--- config.mk ---
export PLATFORM = sky130hd
export DESIGN_NAME = uart_host_if
export DESIGN_NICKNAME = d
export VERILOG_FILES = /design/src/rtl/uart_host_pkg.sv /design/src/rtl/byte_fifo.sv /design/src/rtl/uart_host_if.sv
export SDC_FILE = /design/constraint.sdc
export NUM_CORES = 1
export LEC_CHECK = 0
export ABC_CLOCK_PERIOD_IN_PS = 2750
export CORE_ASPECT_RATIO = 0.7
export CORE_MARGIN = 5
export CORE_UTILIZATION = 50
export CTS_CLUSTER_SIZE = 25
export DETAILED_ROUTE_END_ITERATION = 16
export MAX_ROUTING_LAYER = met4
export PLACE_DENSITY = 0.82
export SLEW_MARGIN = 40
export SYNTH_ARGS = -nofsm -noshare
export SYNTH_HDL_FRONTEND = slang
export SYNTH_SLANG_ARGS = --single-unit
--- constraint.sdc ---
create_clock -name clk -period 2.75 [get_ports clk]
set_input_delay 0.825 -clock clk [delete_from_list [all_inputs] [get_ports clk]]
set_output_delay 0.825 -clock clk [all_outputs]
set_load 0.03 [all_outputs]
--- src/rtl/uart_host_pkg.sv ---
// rtl/uart_host_pkg.sv - shared state encodings and defaults for the UART host bridge
package uart_host_pkg;

    localparam int DEPTH_LOG2_DEF = 4;

    typedef enum logic [1:0] {
        TX_IDLE  = 2'd0,
        TX_START = 2'd1,
        TX_BUSY  = 2'd2
    } tx_state_t;

    typedef enum logic {
        RX_IDLE = 1'b0,
        RX_ACK  = 1'b1
    } rx_state_t;

endpackage

--- src/rtl/byte_fifo.sv ---
// rtl/byte_fifo.sv - synchronous first-word fall-through byte FIFO
//   clk, rst        : clock, synchronous active-high reset
//   push, push_data : write request and byte
//   pop             : read request, ignored when empty
//   head            : current head byte, valid whenever empty = 0
//   full, empty     : occupancy flags
module byte_fifo
    import uart_host_pkg::*;
#(
    parameter int DEPTH_LOG2 = DEPTH_LOG2_DEF
) (
    input  logic       clk,
    input  logic       rst,
    input  logic       push,
    input  logic [7:0] push_data,
    input  logic       pop,
    output logic [7:0] head,
    output logic       full,
    output logic       empty
);

    localparam int DEPTH = 1 << DEPTH_LOG2;

    logic [7:0]            mem [DEPTH];
    logic [DEPTH_LOG2-1:0] wr_ptr;
    logic [DEPTH_LOG2-1:0] rd_ptr;
    logic [DEPTH_LOG2:0]   count;
    logic                  do_push;
    logic                  do_pop;

    // A push into a full FIFO is still accepted when the same cycle pops,
    // so the slot freed by the pop is reused and the count stays put.
    assign do_pop  = pop && !empty;
    assign do_push = push && (!full || do_pop);

    assign full  = (count == (DEPTH_LOG2+1)'(DEPTH));
    assign empty = (count == '0);
    // Memory is reset so the head reads 0 out of reset and never exposes X.
    assign head  = mem[rd_ptr];

    always_ff @(posedge clk) begin
        if (rst) begin
            wr_ptr <= '0;
            rd_ptr <= '0;
            count  <= '0;
            for (int i = 0; i < DEPTH; i++) begin
                mem[i] <= '0;
            end
        end else begin
            if (do_push) begin
                mem[wr_ptr] <= push_data;
                wr_ptr      <= wr_ptr + DEPTH_LOG2'(1);
            end
            if (do_pop) begin
                rd_ptr <= rd_ptr + DEPTH_LOG2'(1);
            end
            case ({do_push, do_pop})
                2'b10:   count <= count + (DEPTH_LOG2+1)'(1);
                2'b01:   count <= count - (DEPTH_LOG2+1)'(1);
                default: count <= count;
            endcase
        end
    end

endmodule

--- src/rtl/uart_host_if.sv ---
// rtl/uart_host_if.sv - host byte bridge between bus logic and the UART handshakes
//   host TX   : wr_en, wr_data, tx_full, tx_empty, tx_overflow
//   host RX   : rd_en, rd_data, rx_avail, rx_overflow, rx_err_count
//   control   : clk, rst (sync active-high), ovf_clr
//   UART side : u_transmit, u_tx_byte, u_is_transmitting,
//               u_data_ready, u_rx_byte, u_data_read, u_recv_error
module uart_host_if
    import uart_host_pkg::*;
#(
    parameter int DEPTH_LOG2 = DEPTH_LOG2_DEF
) (
    input  logic       clk,
    input  logic       rst,
    input  logic       wr_en,
    input  logic [7:0] wr_data,
    output logic       tx_full,
    output logic       tx_empty,
    output logic       tx_overflow,
    input  logic       rd_en,
    output logic [7:0] rd_data,
    output logic       rx_avail,
    output logic       rx_overflow,
    input  logic       ovf_clr,
    output logic [7:0] rx_err_count,
    output logic       u_transmit,
    output logic [7:0] u_tx_byte,
    input  logic       u_is_transmitting,
    input  logic       u_data_ready,
    input  logic [7:0] u_rx_byte,
    output logic       u_data_read,
    input  logic       u_recv_error
);

    tx_state_t  tx_state;
    rx_state_t  rx_state;

    logic [7:0] tx_head;
    logic       tx_fifo_full;
    logic       tx_fifo_empty;
    logic       tx_pop;

    logic       rx_fifo_full;
    logic       rx_fifo_empty;
    logic       cap_valid;
    logic [7:0] cap_byte;

    assign tx_pop   = (tx_state == TX_IDLE) && !tx_fifo_empty && !u_is_transmitting;
    assign tx_full  = tx_fifo_full;
    assign tx_empty = tx_fifo_empty && (tx_state == TX_IDLE);
    assign rx_avail = !rx_fifo_empty;

    byte_fifo #(.DEPTH_LOG2(DEPTH_LOG2)) u_tx_fifo (
        .clk       (clk),
        .rst       (rst),
        .push      (wr_en),
        .push_data (wr_data),
        .pop       (tx_pop),
        .head      (tx_head),
        .full      (tx_fifo_full),
        .empty     (tx_fifo_empty)
    );

    // The captured byte is pushed one cycle after sampling, so it reaches
    // rd_data two cycles after data_ready rises.
    byte_fifo #(.DEPTH_LOG2(DEPTH_LOG2)) u_rx_fifo (
        .clk       (clk),
        .rst       (rst),
        .push      (cap_valid),
        .push_data (cap_byte),
        .pop       (rd_en),
        .head      (rd_data),
        .full      (rx_fifo_full),
        .empty     (rx_fifo_empty)
    );

    always_ff @(posedge clk) begin
        if (rst) begin
            tx_state   <= TX_IDLE;
            u_transmit <= 1'b0;
            u_tx_byte  <= 8'h00;
        end else begin
            case (tx_state)
                TX_IDLE: begin
                    if (tx_pop) begin
                        u_tx_byte  <= tx_head;
                        u_transmit <= 1'b1;
                        tx_state   <= TX_START;
                    end
                end
                TX_START: begin
                    if (u_is_transmitting) begin
                        u_transmit <= 1'b0;
                        tx_state   <= TX_BUSY;
                    end
                end
                TX_BUSY: begin
                    if (!u_is_transmitting) begin
                        tx_state <= TX_IDLE;
                    end
                end
                default: begin
                    u_transmit <= 1'b0;
                    tx_state   <= TX_IDLE;
                end
            endcase
        end
    end

    always_ff @(posedge clk) begin
        if (rst) begin
            rx_state    <= RX_IDLE;
            u_data_read <= 1'b0;
            cap_valid   <= 1'b0;
            cap_byte    <= 8'h00;
        end else begin
            case (rx_state)
                RX_IDLE: begin
                    if (u_data_ready) begin
                        cap_valid   <= !u_recv_error;
                        cap_byte    <= u_rx_byte;
                        u_data_read <= 1'b1;
                        rx_state    <= RX_ACK;
                    end else begin
                        cap_valid   <= 1'b0;
                        u_data_read <= 1'b0;
                    end
                end
                RX_ACK: begin
                    cap_valid   <= 1'b0;
                    u_data_read <= 1'b0;
                    // data_ready is a level; wait for it to drop so the
                    // same byte is not captured twice.
                    if (!u_data_ready) begin
                        rx_state <= RX_IDLE;
                    end
                end
                default: begin
                    cap_valid   <= 1'b0;
                    u_data_read <= 1'b0;
                    rx_state    <= RX_IDLE;
                end
            endcase
        end
    end

    // Overflow flags: a new event in the same cycle as ovf_clr wins.
    // RX overflow is judged at push time so a coincident host pop frees room.
    always_ff @(posedge clk) begin
        if (rst) begin
            tx_overflow  <= 1'b0;
            rx_overflow  <= 1'b0;
            rx_err_count <= 8'h00;
        end else begin
            if (wr_en && tx_fifo_full && !tx_pop) begin
                tx_overflow <= 1'b1;
            end else if (ovf_clr) begin
                tx_overflow <= 1'b0;
            end
            if (cap_valid && rx_fifo_full && !rd_en) begin
                rx_overflow <= 1'b1;
            end else if (ovf_clr) begin
                rx_overflow <= 1'b0;
            end
            if (u_recv_error && (rx_err_count != 8'hFF)) begin
                rx_err_count <= rx_err_count + 8'd1;
            end
        end
    end

endmodule
==> impl_results.md <==
- Fin. max-slew vios: 0
- Vias: about 9.5k
- Depth of the worst hold-timing path: 2
- Syn Area/Cell: ~13 um2
- Distinct cells, synth: 58
- R2R Path End: u_rx_fifo.count[4]$_SDFFE_PP0P_
- Vias in the first global route: 9295
- Pwr/cell area: 796 mW/mm2
- Die ar.: 0.0328 mm2
- Met1 wire length: 14900 um
- Yosys reg bits: ~320
- Post-synth EDFFs: 256
- Antenna Nets Post-Route: 0
- Final hold vios: 0
- Dpl ws: -0.416 ns
- Max Cap Viol: 0
- ANT cells: 0
- GR Util All Layers: 21.3%
- Met3 Wirelength: 3800 um
- CTS sink cnt: 318
- Failing checks: setup timing
- Via density: roughly 5.8
- Fin crit share: 120%
- Slowest CP cell: mux4_2
- Slew headroom: between 40% and 50%
- Worst Hold Launch: u_transmit$_SDFFE_PP0P_
- Global-route wire length before repair: ~54000 um
- WP data arrival: 2.47 ns
- Row count: 52
- Top post-synthesis cells by area: edfxtp_1 (53%), mux4_2 (8.6%), dfxtp_1 (8.5%)
- # port buffers: 54
- Routed WL per cell: 21.5 um
- Reg2Reg Setup Slack: ~0.070 ns
- Area of the mapped netlist: 0.0146 mm2
- Post-layout worst setup margin: -0.544 ns
- Area Overhead vs Synth: 18.8%
- Synthesized net count: 1159
- Yosys top cell by area: edfxtp_1
- GRT Residual Overflow: 0
- Routability cong.: 0.890
- CP endpoint kind: primary output
- Die Y: 153 um
- Async set-or-reset flop fraction in the synthesized netlist: 0%
- Clock Pin Slew Worst Setup and Hold Paths: about 0.06 ns
- Initial Util: between 50 and 60%
- Largest net degree at the start of global routing: 73
- Clk_lat worst skew: 0.56 ns
- Fmax: 304 MHz
- Yosys top cell area share: 52.6%
- CTS tree: done
- I/O pins: 55
- Die width: 214 um
- Status: finished, violations left
- Worst VDD drop: 672 uV
- Layout Cells excl Fill: 1624
- WP data required: about 1.9 ns
- Core footprint: 0.0289 mm2
- Worst slew pin tran: 0.783 ns
- FF-to-FF Start: u_rx_fifo.count[0]$_SDFFE_PP0P_
- Max FO, Critical Path: 9
- RSZ-0062 raised after global routing: yes
- Crit-path cells: buf_12, buf_12, mux4_2, mux4_2, buf_6
- Dpl hpwl: roughly 24000 um
- Residual DRC count: 0
- Initial antenna violation count: 0
- H-Tree Depth: 1
- Setup CP Type: reg2out
- Max Clock Skew: 0.0211 ns
- Critical Path Start Type: flip-flop
- Total length of routed wires: 34900 um
- Final setup fails: 8
- Max Root-Sink Buffers: 3
- Met2 WL: 15800 um
- Dominant synthesized flop cell: edfxtp_1
- Crit path time final: about 3.3 ns
- Root buf cell: clkbuf_16
- Cell area after placement: 0.0161 mm2
- Share of layout cells above drive strength 1: approximately a fifth
- Iteration-0 DRC count of the detailed router: 1095
- LEAKAGE: 0.00626 uW
- R2R cell count: 9
- Cts bufs inserted: 31
- Syn. warnings: 0
- Total Nets Final: 1262
- Top sig layer: met4
- Sequential area share after synthesis: 61.1%
- Min-Delay Endpoint: u_transmit$_SDFFE_PP0P_
- Initial DRT Pass Iterations: 5
- Design area: 0.0174 mm2
- Placed Instances: 1556
- Hold Path Class: reg2reg
- Mapped Cells: ~1.1k
- Crit path largest cell delay: 0.56 ns
metrics by stage:
step                hold WS (ns)  util, %  setup TNS [ns]  total power (uW)
finish                     0.485     60.1           -4.04             13800
global route               0.507     60.1           -4.49             14400
CTS                        0.486     59.8           -4.13             13700
detailed placement         0.475     55.6          -61.90              8990
global placement           0.462     55.6          -49.75              8900
floorplan                  0.484        -         -0.0468              7910
cell usage after synthesis, drive strengths merged (12+ instances only):
cell type and count:
a211oi 17, a21o 18, a21oi 28, and2 130, buf 33, clkbuf 43, dfxtp 62, edfxtp 256
ha 16, mux2i 41, mux4 56, nand2 64, nand2b 12, nor2 184, o22ai 17, or2 17
xor2 15
routing by layer:
metal	global-route usage, %	vias to the layer above
met5	-	-
met4	3.40	0
met3	5.00	41
met2	30.8	480
met1	31.7	4709
li1	-	4266
state kept, by name, indices dropped and copies added, names as in the netlist, 5 cells and up, named ones only:
signal	cells
cap_byte	8
rx_err_count	8
u_rx_fifo.count	5
u_rx_fifo.mem	128
u_tx_byte	8
u_tx_fifo.count	5
u_tx_fifo.mem	128
cells by family after synthesis:
kind of cell               count (synthesis)  synth area share (%)
and+or+nand+nor                          463                  15.9
DFF                                      318                  61.1
AOI/OAI and AO/OA                        114                  5.61
muxes                                    100                  11.7
buffers and inverters                     86                  3.06
xor gates and xnor gates                  22                  1.32
adders and majority gates                 16                  1.37
worst max-delay path by stage:
stage / to / depth (start not counted) / from
2_1_floorplan: u_tx_fifo.count[4]$_SDFFE_PP0P_ / 10 / u_is_transmitting
6_report: rd_data[3] / 5 / flip-flop
4_1_cts: rd_data[3] / 5 / flip-flop
3_5_place_dp: u_rx_fifo.count[4]$_SDFFE_PP0P_ / 9 / rd_en
3_3_place_gp: u_tx_fifo.count[4]$_SDFFE_PP0P_ / 10 / u_is_transmitting
5_1_grt: rd_data[2] / 5 / flip-flop
worst max-delay path, delay by kind of cell, from the launching register on:
family	cells	cell delay, ns
mux	2	1.09
buf+inv	3	0.44
flops	1	0.37
cells in the final DEF, fill, tap and decap left out, types with 10 or more instances in the layout:
cell and instances:
edfxtp_1 256, nor2_1 184, and2_1 130, buf_4 71, nand2_1 62, dfxtp_1 57
mux4_2 56, clkdlybuf4s50_1 42, mux2i_1 41, clkbuf_16 32, a21oi_1 25, a21o_1 18
buf_12 18, o22ai_1 17, a211oi_1 17, or2_1 16, xor2_1 15, ha_1 14
buf_6 12, inv_1 10, nand2b_1 10, nor2b_1 10, nand3_1 10
power by group:
| part | switching [uW] | internal, uW | total (uW) |
|---|---|---|---|
| combinational | 1900 | 1670 | 3570 |
| sequential | 259 | 5500 | 5760 |
| clock | 1780 | 2710 | 4490 |
timing repair:
action | in CTS | in global routing
gates resized for setup | 45 | 16
gates cloned | 0 | 1
setup buffers | 8 | 2
setup endpoints to repair | 12 | 11
pin swaps | 2 | 1
hold buffers | 0 | 0
cell type report:
cell class	count	area [um2]
fillers	2142	11500
flip-flops and latches	318	8940
multi-input cells	715	5320
repair buffers	146	1520
clock buffers	40	840
well taps	378	473
clock inverters	17	241
inverters	10	37.5
Note: power is estimated with default switching activity, not from simulation.
